File: src/rtl/scanout_fetcher_pkg.sv
// scanout_fetcher_pkg: shared widths, fetch FSM states and nibble select for the scanout path
package scanout_fetcher_pkg;
    localparam int PIXEL_W = 4;
    localparam int WORD_W = 16;
    localparam int PIX_PER_WORD = 4;
    localparam int BUS_ADDR_W = 24;
    typedef enum logic [1:0] {IDLE, REQ, DRAIN, DONE} fetch_state_t;
    function automatic logic [PIXEL_W-1:0] pick_nibble(input logic [WORD_W-1:0] word, input logic [1:0] sel);
        return word[PIXEL_W*int'(sel) +: PIXEL_W];
    endfunction
endpackage

File: src/rtl/scanout_fetcher_if.sv
// scanout_fetcher_if: local-bus read port between the fetcher (master) and the SDRAM controller
interface scanout_fetcher_if;
    import scanout_fetcher_pkg::*;
    logic [BUS_ADDR_W-1:0] bus_addr;
    logic bus_ram_request;
    logic bus_n_write_enable;
    logic [WORD_W-1:0] bus_data_read;
    logic data_ready;
    modport master(output bus_addr, bus_ram_request, bus_n_write_enable, input bus_data_read, data_ready);
    modport slave(input bus_addr, bus_ram_request, bus_n_write_enable, output bus_data_read, data_ready);
endinterface

File: src/rtl/scanout_fetcher_sync_fifo.sv
// sync_fifo: show-ahead word FIFO, same-cycle push/pop (push allowed into full when popping), sync flush
module sync_fifo #(
    parameter int WIDTH = 16,
    parameter int DEPTH = 16
) (
    input  logic clk50M,
    input  logic reset,
    input  logic flush,
    input  logic push,
    input  logic [WIDTH-1:0] push_data,
    input  logic pop,
    output logic [WIDTH-1:0] head,
    output logic [$clog2(DEPTH):0] level,
    output logic empty,
    output logic full
);
    localparam int AW = $clog2(DEPTH);
    logic [WIDTH-1:0] mem [DEPTH];
    logic [AW-1:0] wr_ptr, rd_ptr;
    logic do_push, do_pop;
    assign empty = level == '0;
    assign full = level == (AW+1)'(DEPTH);
    assign do_pop = pop && !empty;
    assign do_push = push && (!full || do_pop);
    assign head = mem[rd_ptr];
    always_ff @(posedge clk50M) begin
        if (do_push) mem[wr_ptr] <= push_data;
    end
    always_ff @(posedge clk50M) begin
        if (reset || flush) begin
            wr_ptr <= '0;
            rd_ptr <= '0;
            level <= '0;
        end else begin
            if (do_push) wr_ptr <= wr_ptr + AW'(1);
            if (do_pop) rd_ptr <= rd_ptr + AW'(1);
            level <= level + (AW+1)'(do_push) - (AW+1)'(do_pop);
        end
    end
endmodule

File: src/rtl/scanout_fetcher.sv
// scanout_fetcher: frame-synchronous SDRAM prefetch into a word FIFO, unpacked to 4-bit pixels
module scanout_fetcher import scanout_fetcher_pkg::*; #(
    parameter int FIFO_DEPTH = 16,
    parameter int FRAME_WORDS = 19200,
    parameter logic [BUS_ADDR_W-1:0] BASE_ADDR = 24'd0
) (
    input  logic clk50M,
    input  logic reset,
    input  logic frame_start,
    input  logic pix_ce,
    input  logic pix_visible,
    output logic [PIXEL_W-1:0] rgb_data,
    scanout_fetcher_if.master bus,
    output logic underflow,
    output logic [$clog2(FIFO_DEPTH):0] fifo_level
);
    localparam int IDX_W = $clog2(FRAME_WORDS + 1) > 15 ? $clog2(FRAME_WORDS + 1) : 15;
    fetch_state_t state;
    logic [IDX_W-1:0] idx;
    logic [1:0] nib;
    logic [WORD_W-1:0] head;
    logic empty, full, take, push, pop, flush, last;
    assign take = pix_ce && pix_visible && !empty;
    assign pop = take && nib == 2'(PIX_PER_WORD - 1);
    assign push = state == REQ && bus.data_ready && !frame_start;
    // an in-flight read is never aborted: the restart waits for its data_ready
    assign flush = state == DRAIN ? bus.data_ready : state == REQ ? frame_start && bus.data_ready : frame_start;
    assign last = idx + IDX_W'(1) == IDX_W'(FRAME_WORDS);
    assign bus.bus_n_write_enable = 1'b1;
    sync_fifo #(.WIDTH(WORD_W), .DEPTH(FIFO_DEPTH)) u_fifo (
        .clk50M(clk50M),
        .reset(reset),
        .flush(flush),
        .push(push),
        .push_data(bus.bus_data_read),
        .pop(pop),
        .head(head),
        .level(fifo_level),
        .empty(empty),
        .full(full)
    );
    always_ff @(posedge clk50M) begin
        if (reset) begin
            state <= IDLE;
            idx <= '0;
            bus.bus_ram_request <= 1'b0;
            bus.bus_addr <= BASE_ADDR;
        end else begin
            case (state)
                IDLE, DONE: begin
                    if (frame_start) begin
                        state <= IDLE;
                        idx <= '0;
                    end else if (state == IDLE && idx < IDX_W'(FRAME_WORDS) && !full) begin
                        state <= REQ;
                        bus.bus_ram_request <= 1'b1;
                        bus.bus_addr <= BASE_ADDR + BUS_ADDR_W'(idx);
                    end
                end
                REQ: begin
                    if (bus.data_ready) begin
                        bus.bus_ram_request <= 1'b0;
                        idx <= frame_start ? '0 : idx + IDX_W'(1);
                        state <= !frame_start && last ? DONE : IDLE;
                    end else if (frame_start) state <= DRAIN;
                end
                DRAIN: begin
                    if (bus.data_ready) begin
                        bus.bus_ram_request <= 1'b0;
                        idx <= '0;
                        state <= IDLE;
                    end
                end
            endcase
        end
    end
    always_ff @(posedge clk50M) begin
        if (reset) begin
            nib <= '0;
            rgb_data <= '0;
            underflow <= 1'b0;
        end else begin
            if (pix_ce) rgb_data <= take ? pick_nibble(head, nib) : '0;
            if (pix_ce && pix_visible && empty) underflow <= 1'b1;
            if (flush) nib <= '0;
            else if (take) nib <= nib + 2'd1;
        end
    end
endmodule

File: src/flat_wrapper.sv
// flat-port wrapper written by rule: the top's interface ports become plain ports
module scanout_fetcher_flat import scanout_fetcher_pkg::*;
#(
    parameter int FIFO_DEPTH = 16,
    parameter int FRAME_WORDS = 19200,
    parameter logic [BUS_ADDR_W-1:0] BASE_ADDR = 24'd0
)
  (clk50M, reset, frame_start, pix_ce, pix_visible, rgb_data, underflow, fifo_level, bus_bus_addr, bus_bus_ram_request, bus_bus_n_write_enable, bus_bus_data_read, bus_data_ready);
  scanout_fetcher_if bus_i ();
  input  logic clk50M;
  input  logic reset;
  input  logic frame_start;
  input  logic pix_ce;
  input  logic pix_visible;
  output logic [PIXEL_W-1:0] rgb_data;
  output logic underflow;
  output logic [$clog2(FIFO_DEPTH):0] fifo_level;
  output wire logic [$bits(bus_i.bus_addr)-1:0] bus_bus_addr;
  output wire logic [$bits(bus_i.bus_ram_request)-1:0] bus_bus_ram_request;
  output wire logic [$bits(bus_i.bus_n_write_enable)-1:0] bus_bus_n_write_enable;
  input wire logic [$bits(bus_i.bus_data_read)-1:0] bus_bus_data_read;
  input wire logic [$bits(bus_i.data_ready)-1:0] bus_data_ready;
  assign bus_bus_addr = bus_i.bus_addr;
  assign bus_bus_ram_request = bus_i.bus_ram_request;
  assign bus_bus_n_write_enable = bus_i.bus_n_write_enable;
  assign bus_i.bus_data_read = bus_bus_data_read;
  assign bus_i.data_ready = bus_data_ready;
  scanout_fetcher #(.FIFO_DEPTH(FIFO_DEPTH), .FRAME_WORDS(FRAME_WORDS), .BASE_ADDR(BASE_ADDR)) u_core (.clk50M(clk50M), .reset(reset), .frame_start(frame_start), .pix_ce(pix_ce), .pix_visible(pix_visible), .rgb_data(rgb_data), .bus(bus_i), .underflow(underflow), .fifo_level(fifo_level));
endmodule
File: config.mk
export PLATFORM = sky130hd
export DESIGN_NAME = scanout_fetcher_flat
export DESIGN_NICKNAME = d
export VERILOG_FILES = /design/src/rtl/scanout_fetcher_pkg.sv /design/src/rtl/scanout_fetcher_if.sv /design/src/rtl/scanout_fetcher_sync_fifo.sv /design/src/rtl/scanout_fetcher.sv /design/src/flat_wrapper.sv
export SDC_FILE = /design/constraint.sdc
export NUM_CORES = 1
export LEC_CHECK = 0
export CORE_MARGIN = 5
export CORE_UTILIZATION = 50
export CTS_CLUSTER_SIZE = 30
export DETAILED_ROUTE_END_ITERATION = 7
export PLACE_DENSITY = 0.68
export SETUP_SLACK_MARGIN = 0.5
export SLEW_MARGIN = 5
export SYNTH_ARGS = -nofsm -noshare
export SYNTH_HDL_FRONTEND = slang
export SYNTH_SLANG_ARGS = --single-unit
File: constraint.sdc
create_clock -name clk50M -period 3.76 [get_ports clk50M]
set_input_delay 0.564 -clock clk50M [delete_from_list [all_inputs] [get_ports clk50M]]
set_output_delay 0.564 -clock clk50M [all_outputs]
set_load 0.02 [all_outputs]
==> results.py, run 1 <==
metrics = {
    "hold_path": {
        "min_path_type": "reg2reg",
        "min_from": "u_core.underflow",
        "hold_path_depth": 2,
        "worstHoldEndpoint": "u_core.underflow",
    },
    "clock_tree": {
        "ctsResizeCount": 0,
        "cts_made_buffers": 34,
        "clk_latency_ns": 0.51,
        "cts_tree": "built",
        "clockRootBuffer": "clkbuf_16",
        "clock_path_buffers": 3,
        "hold_buffers": 0,
        "post-cts-setup-buffers": 0,
        "clkSinkCount": 313,
        "cts.clk_slew.worst_paths_ns": 0.06,
        "cts.htree.levels": 2,
    },
    "synth": {
        "synth_top_area_frac": 0.593,
        "synth-compound-area-share": 0.0523,
        "synth_xor_xnor_area_share": 0.00810,
        "yosys.area_share.simple": 0.0720,
        "ys_seq_area_frac": 0.681,
        "synth_top_family_by_area": "multiplexers",
        "synthMuxAreaShare": 0.142,
        "synth_seq_cells": 313,
        "yosys.cell_types.count": 60,
        "syn_area_mm2": 0.0130,
        "synth.area.top_cells": "edfxtp_1 59%, dfxtp_1 8.8%, mux4_2 8.3%",
        "synth-edff-count": 256,
        "yosysWarnings": 0,
        "yosys.area.top_type": "edfxtp_1",
        "synthArstFlopShare": 0,
        "avgSynthCellArea_um2": 16.0,
        "syn_inst": 813,
        "synth_adder_area_share": 0.0179,
        "synth_ff_type": "edfxtp_1",
    },
    "worst_setup_path": {
        "r2r-start": "u_core.state[1]",
        "timing.rr.end": "u_core.u_fifo.level[4]",
        "cp_max_fo": 8,
        "cp-start-kind": "input port",
        "critPathCaptureType": "register",
        "worstSetupPathType": "in2reg",
        "r2r_setup_slack_ns": 0.82,
        "r2r.worst_path.cells": 16,
        "worstPathArrival_ns": 3.43,
        "crit_required_ns": 4.19,
    },
    "die": {
        "start_util": 0.502,
        "core_mm2": 0.0258,
        "die_h_um": 171,
        "fp.dieArea_mm2": 0.0293,
        "die_w_um": 171,
        "io_pins": 58,
        "row_count": 59,
    },
    "grt": {
        "grtUsageTotal": 0.190,
        "grt_pass1_vias": 6988,
        "antenna_found_initial": 0,
        "overflow": 0,
        "grt_max_degree": 38,
        "grt_pass1_wl_um": 42200,
    },
    "timing": {
        "maxSlewHeadroom": 0.376,
        "finalSetupTns_ns": 0,
        "grt_setup_unrepaired": "no",
        "setup_viol": 0,
        "period_share": 0.798,
        "fmax_ghz": 0.333,
        "drv_slew": 0,
        "fin_crit_ns": 3.00,
        "fin_worst_skew_ns": 0.0117,
        "worstMarginPinSlew_ns": 0.933,
        "hold_viol_final": 0,
    },
    "routing": {
        "drt-total-wl_um": 27600,
        "drcViolationCount": 0,
        "wire_per_inst_um": 22.2,
        "antenna_left": 0,
        "viasPerCell": 5.71,
        "drt_pass1_iterations": 5,
        "drt_iter0_markers": 761,
        "via_count": 7092,
    },
    "placement": {
        "io_buffers": 47,
        "place_congestion": 0.806,
        "hpwl_um": 17600,
    },
    "power": {
        "p_leak_nw": 4.81,
        "powerDensity_mw_per_mm2": 469,
        "ir_worst_vdd_mv": 0.328,
    },
    "flow_run": {
        "maxCapViolations": 0,
    },
    "finish": {
        "n_fill_cell": 1992,
        "n_antenna_cell": 0,
        "utilization": 0.580,
        "syn_to_final_growth_pct": 15.5,
        "nets": 923,
        "drive_gt1_frac": 0.161,
    },
    "outcome": {
        "status": "finished, final reports clean",
    },
}
worst max-delay path, stage by stage:
cell,delay (ns)
clkdlybuf4s50_1,0.50
nand2_1,0.19
o2111ai_1,0.32
and2_2,0.28
inv_2,0.09
ha_1,0.28
inv_1,0.04
ha_1,0.18
inv_1,0.07
fa_1,0.20
inv_1,0.05
a21oi_1,0.13
nor2_1,0.06
or3_1,0.34
a21oi_1,0.15
final cells by class:
class | count | area [um^2] | area share
Clock buffer | 48 | 945 | 0.0631
Clock inverter | 13 | 93.8 | 0.00626
Inverter | 16 | 60.1 | 0.00401
Multi-Input combinational cell | 435 | 3840 | 0.256
Sequential cell | 313 | 8840 | 0.590
Tap cell | 335 | 419 | 0.0280
Timing Repair Buffer | 83 | 791 | 0.0528
through the flow:
stage                     setup WS (ns)  power (mW)  instance area [um^2]  hold WS (ns)  cells
after floorplan                   0.767        3.91                 13000         0.449    821
after global placement            0.258        3.98                 13900         0.464   1182
after detailed placement          0.200        3.99                 13900         0.473   1182
after CTS                         0.626        7.09                 15000         0.487   1243
after global routing              0.512        7.25                 15000         0.519   1243
final                             0.760        7.02                 15000         0.484   1243
metal layers:
metal	track usage	routed length, um	vias to the layer above
li1	-	-	3289
met1	0.281	12400	3582
met2	0.298	13200	188
met3	0.0349	1660	33
met4	0.0424	366	0
met5	0	0	-
state kept, by name, summed over array words and instances, names as in the netlist, 4 cells and up, named ones only:
name,count
u_core.u_fifo.level,5
u_core.idx,15
u_core.u_fifo.rd_ptr,4
u_core.bus.bus_addr,15
u_core.u_fifo.wr_ptr,4
u_core.rgb_data,4
u_core.u_fifo.mem,256
worst max-delay path by stage:
stage / start / to / slack [ns] / cells past startpoint
floorplan: frame_start / u_core.u_fifo.level[4] / 0.77 / 16
CTS: u_core.u_fifo.level[2] / u_core.u_fifo.level[4] / 0.63 / 15
global route: pix_ce / u_core.u_fifo.level[4] / 0.51 / 15
global placement: pix_ce / u_core.u_fifo.level[4] / 0.26 / 15
finish: pix_ce / u_core.u_fifo.level[4] / 0.76 / 15
detailed placement: pix_ce / u_core.u_fifo.level[4] / 0.20 / 15
Yosys cell counts, drive strengths merged, types with 10 or more instances:
library cell,instances
clkbuf,24
a21oi,34
and2,14
a22oi,21
nand3,10
edfxtp,256
nor2,63
mux2i,71
inv,16
o21ai,17
buf,33
nand2,17
ha,17
mux4,48
dfxtp,57
logic make-up after synthesis:
logic type | after synthesis
adders and majority gates | 18
DFF | 313
other | 2
AOI/OAI and AO/OA | 106
buffers and inverters | 73
and+or+nand+nor | 166
xor gates and xnor gates | 12
muxes | 123
where the power goes:
part | leakage [nW] | internal [mW] | switching, mW
Sequential | 2.76 | 3.75 | 0.00341
Combinational | 1.54 | 0.0528 | 0.106
Clock | 0.505 | 1.82 | 1.29
cell usage in the layout (no fill, tap or decap), drive strengths merged, types with 6 or more instances in the layout:
| cell type | Yosys | layout |
|---|---|---|
| a21oi | 34 | 34 |
| a22oi | 21 | 21 |
| and2 | 14 | 14 |
| and4 | 6 | 6 |
| buf | 33 | 36 |
| clkbuf | 24 | 48 |
| clkdlybuf4s50 | 0 | 47 |
| clkinv | 0 | 10 |
| conb | 2 | 10 |
| dfxtp | 57 | 57 |
| edfxtp | 256 | 256 |
| ha | 17 | 17 |
| inv | 16 | 17 |
| mux2i | 71 | 71 |
| mux4 | 48 | 48 |
| nand2 | 17 | 17 |
| nand3 | 10 | 10 |
| nand4 | 7 | 7 |
| nor2 | 63 | 63 |
| nor2b | 6 | 6 |
| nor3 | 6 | 6 |
| o211ai | 7 | 7 |
| o21ai | 17 | 17 |
| xor2 | 7 | 7 |
Power figures use the tool's default switching activity.
==> inputs of run 2 (changes only) <==
Clock period 3.76 ns to 2.9 ns, I/O delays scaled along.
==> run 2 against run 1 <==
Critical path type is now reg2reg. Sequential power is 30% higher. Largest power group unchanged. Clock skew rose by 0.0041 ns. Flip-flop and latch count unchanged. Die area unchanged. Critical path depth grew 1. Worst setup slack got worse by 0.28 ns. Clock power is 34% higher. Wire length shrank 2.0%.
==> results.py, run 2 (same netlist as run 1, synthesis figures left out) <==
metrics = {
    "grt": {
        "overflow": 0,
        "grt_max_degree": 38,
        "grtUsageTotal": 0.188,
        "antenna_found_initial": 0,
        "grt_pass1_wl_um": 42200,
        "grt_pass1_vias": 7170,
    },
    "finish": {
        "reg_top3": "u_core.u_fifo.mem: 256 flops, u_core.bus.bus_addr: 15 flops, u_core.idx: 15 flops",
        "n_antenna_cell": 0,
        "largest_register": "u_core.u_fifo.mem",
        "final_common_cell": "edfxtp_1",
        "multi_input_area_mm2": 0.00393,
        "n_fill_cell": 1946,
        "nets": 940,
        "syn_to_final_growth_pct": 18.5,
        "seq_area_mm2": 0.00885,
        "utilization": 0.595,
        "drive_gt1_frac": 0.214,
        "finalNonFillerCells": 1260,
        "largest_register_ffs": 256,
        "layout_common_cells": "256 x edfxtp_1, 71 x mux2i_1, 63 x nor2_1, 48 x mux4_2",
    },
    "hold_path": {
        "min_from": "u_core.idx[14]",
        "worstHoldEndpoint": "u_core.idx[14]",
        "hold_path_depth": 2,
        "min_path_type": "reg2reg",
    },
    "timing": {
        "period_share": 0.834,
        "fin_crit_ns": 2.42,
        "worstMarginPinSlew_ns": 0.732,
        "fmax_ghz": 0.413,
        "maxSlewHeadroom": 0.511,
        "setup_viol": 0,
        "hold_viol_final": 0,
        "grt_setup_unrepaired": "yes",
        "fin_worst_skew_ns": 0.0157,
        "finalSetupTns_ns": 0,
        "setup_ws_ns": 0.480,
        "drv_slew": 0,
    },
    "routing": {
        "wire_per_inst_um": 21.5,
        "wl_met2_um": 13000,
        "wl_met1_um": 12200,
        "drt_iter0_markers": 663,
        "dr.max_layer_used": "met4",
        "viasPerCell": 5.71,
        "drt_pass1_iterations": 5,
        "wl_met3_um": 1380,
        "antenna_left": 0,
        "via_count": 7193,
        "drcViolationCount": 0,
        "drt-total-wl_um": 27100,
    },
    "clock_tree": {
        "hold_buffers": 0,
        "cts_tree": "built",
        "clkSinkCount": 313,
        "cts.clk_slew.worst_paths_ns": 0.06,
        "clk_latency_ns": 0.56,
        "clockRootBuffer": "clkbuf_16",
        "cts_made_buffers": 31,
        "cts.htree.levels": 1,
        "clock_path_buffers": 3,
    },
    "outcome": {
        "status": "finished, final reports clean",
    },
    "die": {
        "row_count": 59,
        "io_pins": 58,
        "fp.dieArea_mm2": 0.0293,
        "core_mm2": 0.0258,
        "die_h_um": 171,
        "start_util": 0.502,
        "die_w_um": 171,
    },
    "flow_run": {
        "maxCapViolations": 0,
    },
    "worst_setup_path": {
        "crit_required_ns": 3.37,
        "cp_max_fo": 2,
        "r2r-start": "u_core.state[1]",
        "worstSetupPathType": "reg2reg",
        "r2r_setup_slack_ns": 0.48,
        "critPathCaptureType": "register",
        "r2r.worst_path.cells": 16,
        "timing.rr.end": "u_core.u_fifo.level[4]",
        "cp-start-kind": "register",
        "worstPathArrival_ns": 2.89,
    },
    "power": {
        "p_leak_nw": 4.94,
        "powerDensity_mw_per_mm2": 603,
        "ir_worst_vdd_mv": 0.468,
        "finalPower_mw": 9.27,
    },
    "placement": {
        "hpwl_um": 16600,
        "io_buffers": 47,
        "placedCellCount": 1195,
        "place_congestion": 0.818,
        "dp_slack_ns": -0.0492,
    },
}
==> run 2: cell types whose count changed in the layout (fill, tap and decap cells not counted), moves of 5 or more <==
cell and change:
bufinv_16 +5, clkbuf_1 -9, buf_12 +7, buf_4 +13, clkinvlp_4 +5, inv_1 -5, dfxtp_1 -6
==> run 2: how the worst max path moves through the flow <==
stage / from / depth (start not counted) / to / slack [ns]
6_report: u_core.state[1] / 16 / u_core.u_fifo.level[4] / 0.48
3_3_place_gp: pix_visible / 15 / u_core.u_fifo.level[4] / 0.007
2_1_floorplan: frame_start / 16 / u_core.u_fifo.level[4] / 0.34
4_1_cts: u_core.state[1] / 16 / u_core.u_fifo.level[4] / 0.46
3_5_place_dp: pix_visible / 15 / u_core.u_fifo.level[4] / -0.05
5_1_grt: u_core.state[1] / 16 / u_core.u_fifo.level[4] / 0.36
==> run 2: repair_timing <==
item                                    CTS  global route
buffers inserted                          5             2
gates resized for setup                   5            11
pin swaps                                 5             7
endpoints found under the setup margin    3            13
cloned                                    0             0
==> run 2: stage by stage <==
| step | cell area (um^2) | hold slack, ns |
|---|---|---|
| floorplan | 13100 | 0.449 |
| global placement | 14200 | 0.452 |
| detailed placement | 14200 | 0.465 |
| CTS | 15300 | 0.481 |
| global route | 15400 | 0.510 |
| finish | 15400 | 0.482 |
==> run 2: cell type report <==
| cell class | instances | area share |
|---|---|---|
| clock buffers | 33 | 0.0510 |
| clock inverters | 25 | 0.0194 |
| inverters | 16 | 0.00407 |
| multi-input cells | 435 | 0.256 |
| flip-flops and latches | 313 | 0.576 |
| well taps | 335 | 0.0273 |
| repair buffers | 103 | 0.0669 |
==> run 2: power breakdown <==
part	leakage, nW	total (mW)	internal, mW	switching, mW
registers	2.77	4.86	4.86	0.00482
clock network	0.511	4.18	2.50	1.68
logic	1.66	0.220	0.0788	0.141
==> run 2: metal layers <==
metal / global-route usage / vias up
li1: - / 3323
met1: 0.273 / 3677
met2: 0.303 / 161
met3: 0.0319 / 32
met4: 0.0389 / 0
met5: 0 / -
==> run 2: worst max-delay path, stage by stage, from the launching register on <==
cell and delay, ns:
dfxtp_2 0.33, inv_2 0.07, ha_4 0.14, nor2b_4 0.14, and2_4 0.14, and2_4 0.15, inv_4 0.04, ha_4 0.25
inv_2 0.04, ha_4 0.15, inv_2 0.06, fa_2 0.21, inv_2 0.04, a21oi_2 0.10, nor2_1 0.05, or3_1 0.33
a21oi_1 0.11
==> inputs of run 3 (changes only) <==
Clock period 2.9 ns to 2.3 ns, I/O delays scaled along.
==> run 3 against run 2 <==
The flow now finishes with violations (setup timing). Clock skew is 0.0044 ns higher. Register-to-register slack lost 0.64 ns. Critical path depth is the same. Combinational power up 73%. Count of clock-buffer cells in the layout rose by 4. Via count is 13% higher. Power is 23% higher. Final area up 13%. Global-route usage increased by 3.0 points. Critical path type unchanged. Critical endpoint unchanged. Largest cell class unchanged. Highest routed layer unchanged.
==> results.py, run 3 (same netlist as run 1, synthesis figures left out) <==
metrics = {
    "outcome": {
        "status": "finished, violations left",
        "violations": "setup timing",
    },
    "clock_tree": {
        "clock_path_buffers": 3,
        "clockRootBuffer": "clkbuf_16",
        "cts.htree.levels": 1,
        "clk_latency_ns": 0.58,
        "cts_made_buffers": 30,
        "cts_tree": "built",
        "clkSinkCount": 313,
        "cts.clk_slew.worst_paths_ns": 0.06,
    },
    "routing": {
        "drt_pass1_iterations": 5,
        "drcViolationCount": 0,
        "wire_per_inst_um": 23.9,
        "via_count": 8132,
        "drt_iter0_markers": 817,
        "drt-total-wl_um": 33000,
        "antenna_left": 0,
        "viasPerCell": 5.90,
    },
    "die": {
        "row_count": 59,
        "start_util": 0.502,
        "core_mm2": 0.0258,
        "die_w_um": 171,
        "io_pins": 58,
        "die_h_um": 171,
        "fp.dieArea_mm2": 0.0293,
    },
    "finish": {
        "finalNonFillerCells": 1378,
        "utilization": 0.674,
        "n_antenna_cell": 0,
        "final_common_cell": "edfxtp_1",
        "largest_register_ffs": 256,
        "largest_register": "u_core.u_fifo.mem",
        "syn_to_final_growth_pct": 34.3,
        "reg_top3": "u_core.u_fifo.mem: 256 flops, u_core.bus.bus_addr: 15 flops, u_core.idx: 15 flops",
        "n_fill_cell": 1641,
        "final_cell_area_mm2": 0.0174,
        "drive_gt1_frac": 0.381,
        "layout_common_cells": "256 x edfxtp_1, 80 x buf_4, 61 x mux2i_1, 54 x nor2_1, 48 x mux4_2",
        "nets": 1061,
    },
    "worst_setup_path": {
        "cp_top_family": "simple AND/OR/NAND/NOR gates",
        "cp_max_fo": 2,
        "r2r_setup_slack_ns": -0.16,
        "path_buf_inv": 5,
        "critPathCaptureType": "register",
        "crit_required_ns": 2.79,
        "critPathMaxStageDelay_ns": 0.37,
        "crit_path_cell_trace": "inv_2 > ha_4 > nor2b_4 > and2_4 > and2_4 > inv_4 > ha_4 > inv_2 > ha_4 > inv_2 > fa_2 > inv_2 > a21oi_2 > nor2_2 > or3_4 > a21oi_2",
        "cp-start-kind": "register",
        "crit_slowest_cell": "or3_4",
        "cpMostUsedCell": "inv_2",
        "worstPathArrival_ns": 2.95,
        "worstSetupPathType": "reg2reg",
    },
    "placement": {
        "dp_slack_ns": -0.647,
        "placedCellCount": 1225,
        "place_congestion": 0.844,
        "place_area_mm2": 0.0147,
        "io_buffers": 47,
        "hpwl_um": 18900,
    },
    "timing": {
        "maxSlewHeadroom": 0.559,
        "drv_slew": 0,
        "fin_hold_ws_ns": 0.454,
        "hold_viol_final": 0,
        "fin_worst_skew_ns": 0.0202,
        "grt_setup_unrepaired": "yes",
        "setup_viol": 52,
        "worstMarginPinSlew_ns": 0.659,
        "setup_ws_ns": -0.159,
        "finalSetupTns_ns": -2.90,
        "period_share": 1.07,
        "fmax_ghz": 0.407,
        "fin_crit_ns": 2.46,
    },
    "flow_run": {
        "maxCapViolations": 0,
    },
    "power": {
        "p_sw_mw": 2.31,
        "finalPower_mw": 11.4,
        "combPwrFrac": 0.033,
        "p_leak_nw": 6.03,
        "p_int_mw": 9.12,
        "ir_worst_vdd_mv": 0.568,
        "powerDensity_mw_per_mm2": 656,
        "seqPwrFrac": 0.536,
        "sw_frac_of_total": 0.202,
        "clkPwrFrac": 0.431,
    },
    "grt": {
        "grt_pass1_wl_um": 48400,
        "grt_max_degree": 32,
        "grt_pass1_vias": 8338,
        "grtUsageTotal": 0.218,
        "overflow": 0,
        "antenna_found_initial": 0,
    },
    "hold_path": {
        "min_path_type": "in2reg",
    },
}
[run 3: cell type report]
cell class / instances / area, um^2 / share of cell area
timing repair buffer: 223 / 2670 / 0.153
clock buffer: 37 / 777 / 0.0446
multi-input combinational: 437 / 4400 / 0.253
inverter: 16 / 70.1 / 0.00402
clock inverter: 17 / 206 / 0.0118
tap: 335 / 419 / 0.0241
sequential: 313 / 8880 / 0.510
[run 3: power groups by stage]
stage	sequential, mW	clock [mW]	combinational [mW]
2_1_floorplan	6.26	0	0.137
3_3_place_gp	6.25	0	0.272
3_5_place_dp	6.25	0	0.287
4_1_cts	6.12	4.99	0.331
5_1_grt	6.12	5.27	0.403
6_report	6.12	4.93	0.380
[run 3: worst reg2reg max path, stage by stage, from the launching register on]
cell and delay, ns:
dfxtp_2 0.32, inv_2 0.07, ha_4 0.12, nor2b_4 0.14, and2_4 0.15, and2_4 0.15, inv_4 0.04, ha_4 0.25
inv_2 0.04, ha_4 0.15, inv_2 0.05, fa_2 0.21, inv_2 0.04, a21oi_2 0.12, nor2_2 0.06, or3_4 0.37
a21oi_2 0.13
[run 3: routing by layer]
metal  vias to the layer above  global-route usage  wire length [um]
met1                      4160               0.281             13100
li1                       3576                   -                 -
met4                         0              0.0637               916
met2                       340               0.381             16800
met3                        56              0.0365              2070
met5                         -                   0                 0
[run 3: what timing repair did]
item                       4_1_cts  5_1_grt
pin swaps                       30       54
gates cloned                    13        2
setup buffers                   56       28
setup endpoints to repair      310      317
hold buffers                     0        0
hold endpoints to repair         0        0
gates resized for setup        113       83
[run 3: final timing paths]
path                       endpoint  cells after the start              from
max reg2reg  u_core.u_fifo.level[4]                     16   u_core.state[1]
max          u_core.u_fifo.level[4]                     16   u_core.state[1]
min reg2reg        u_core.underflow                      2  u_core.underflow
min                u_core.underflow                      3       pix_visible
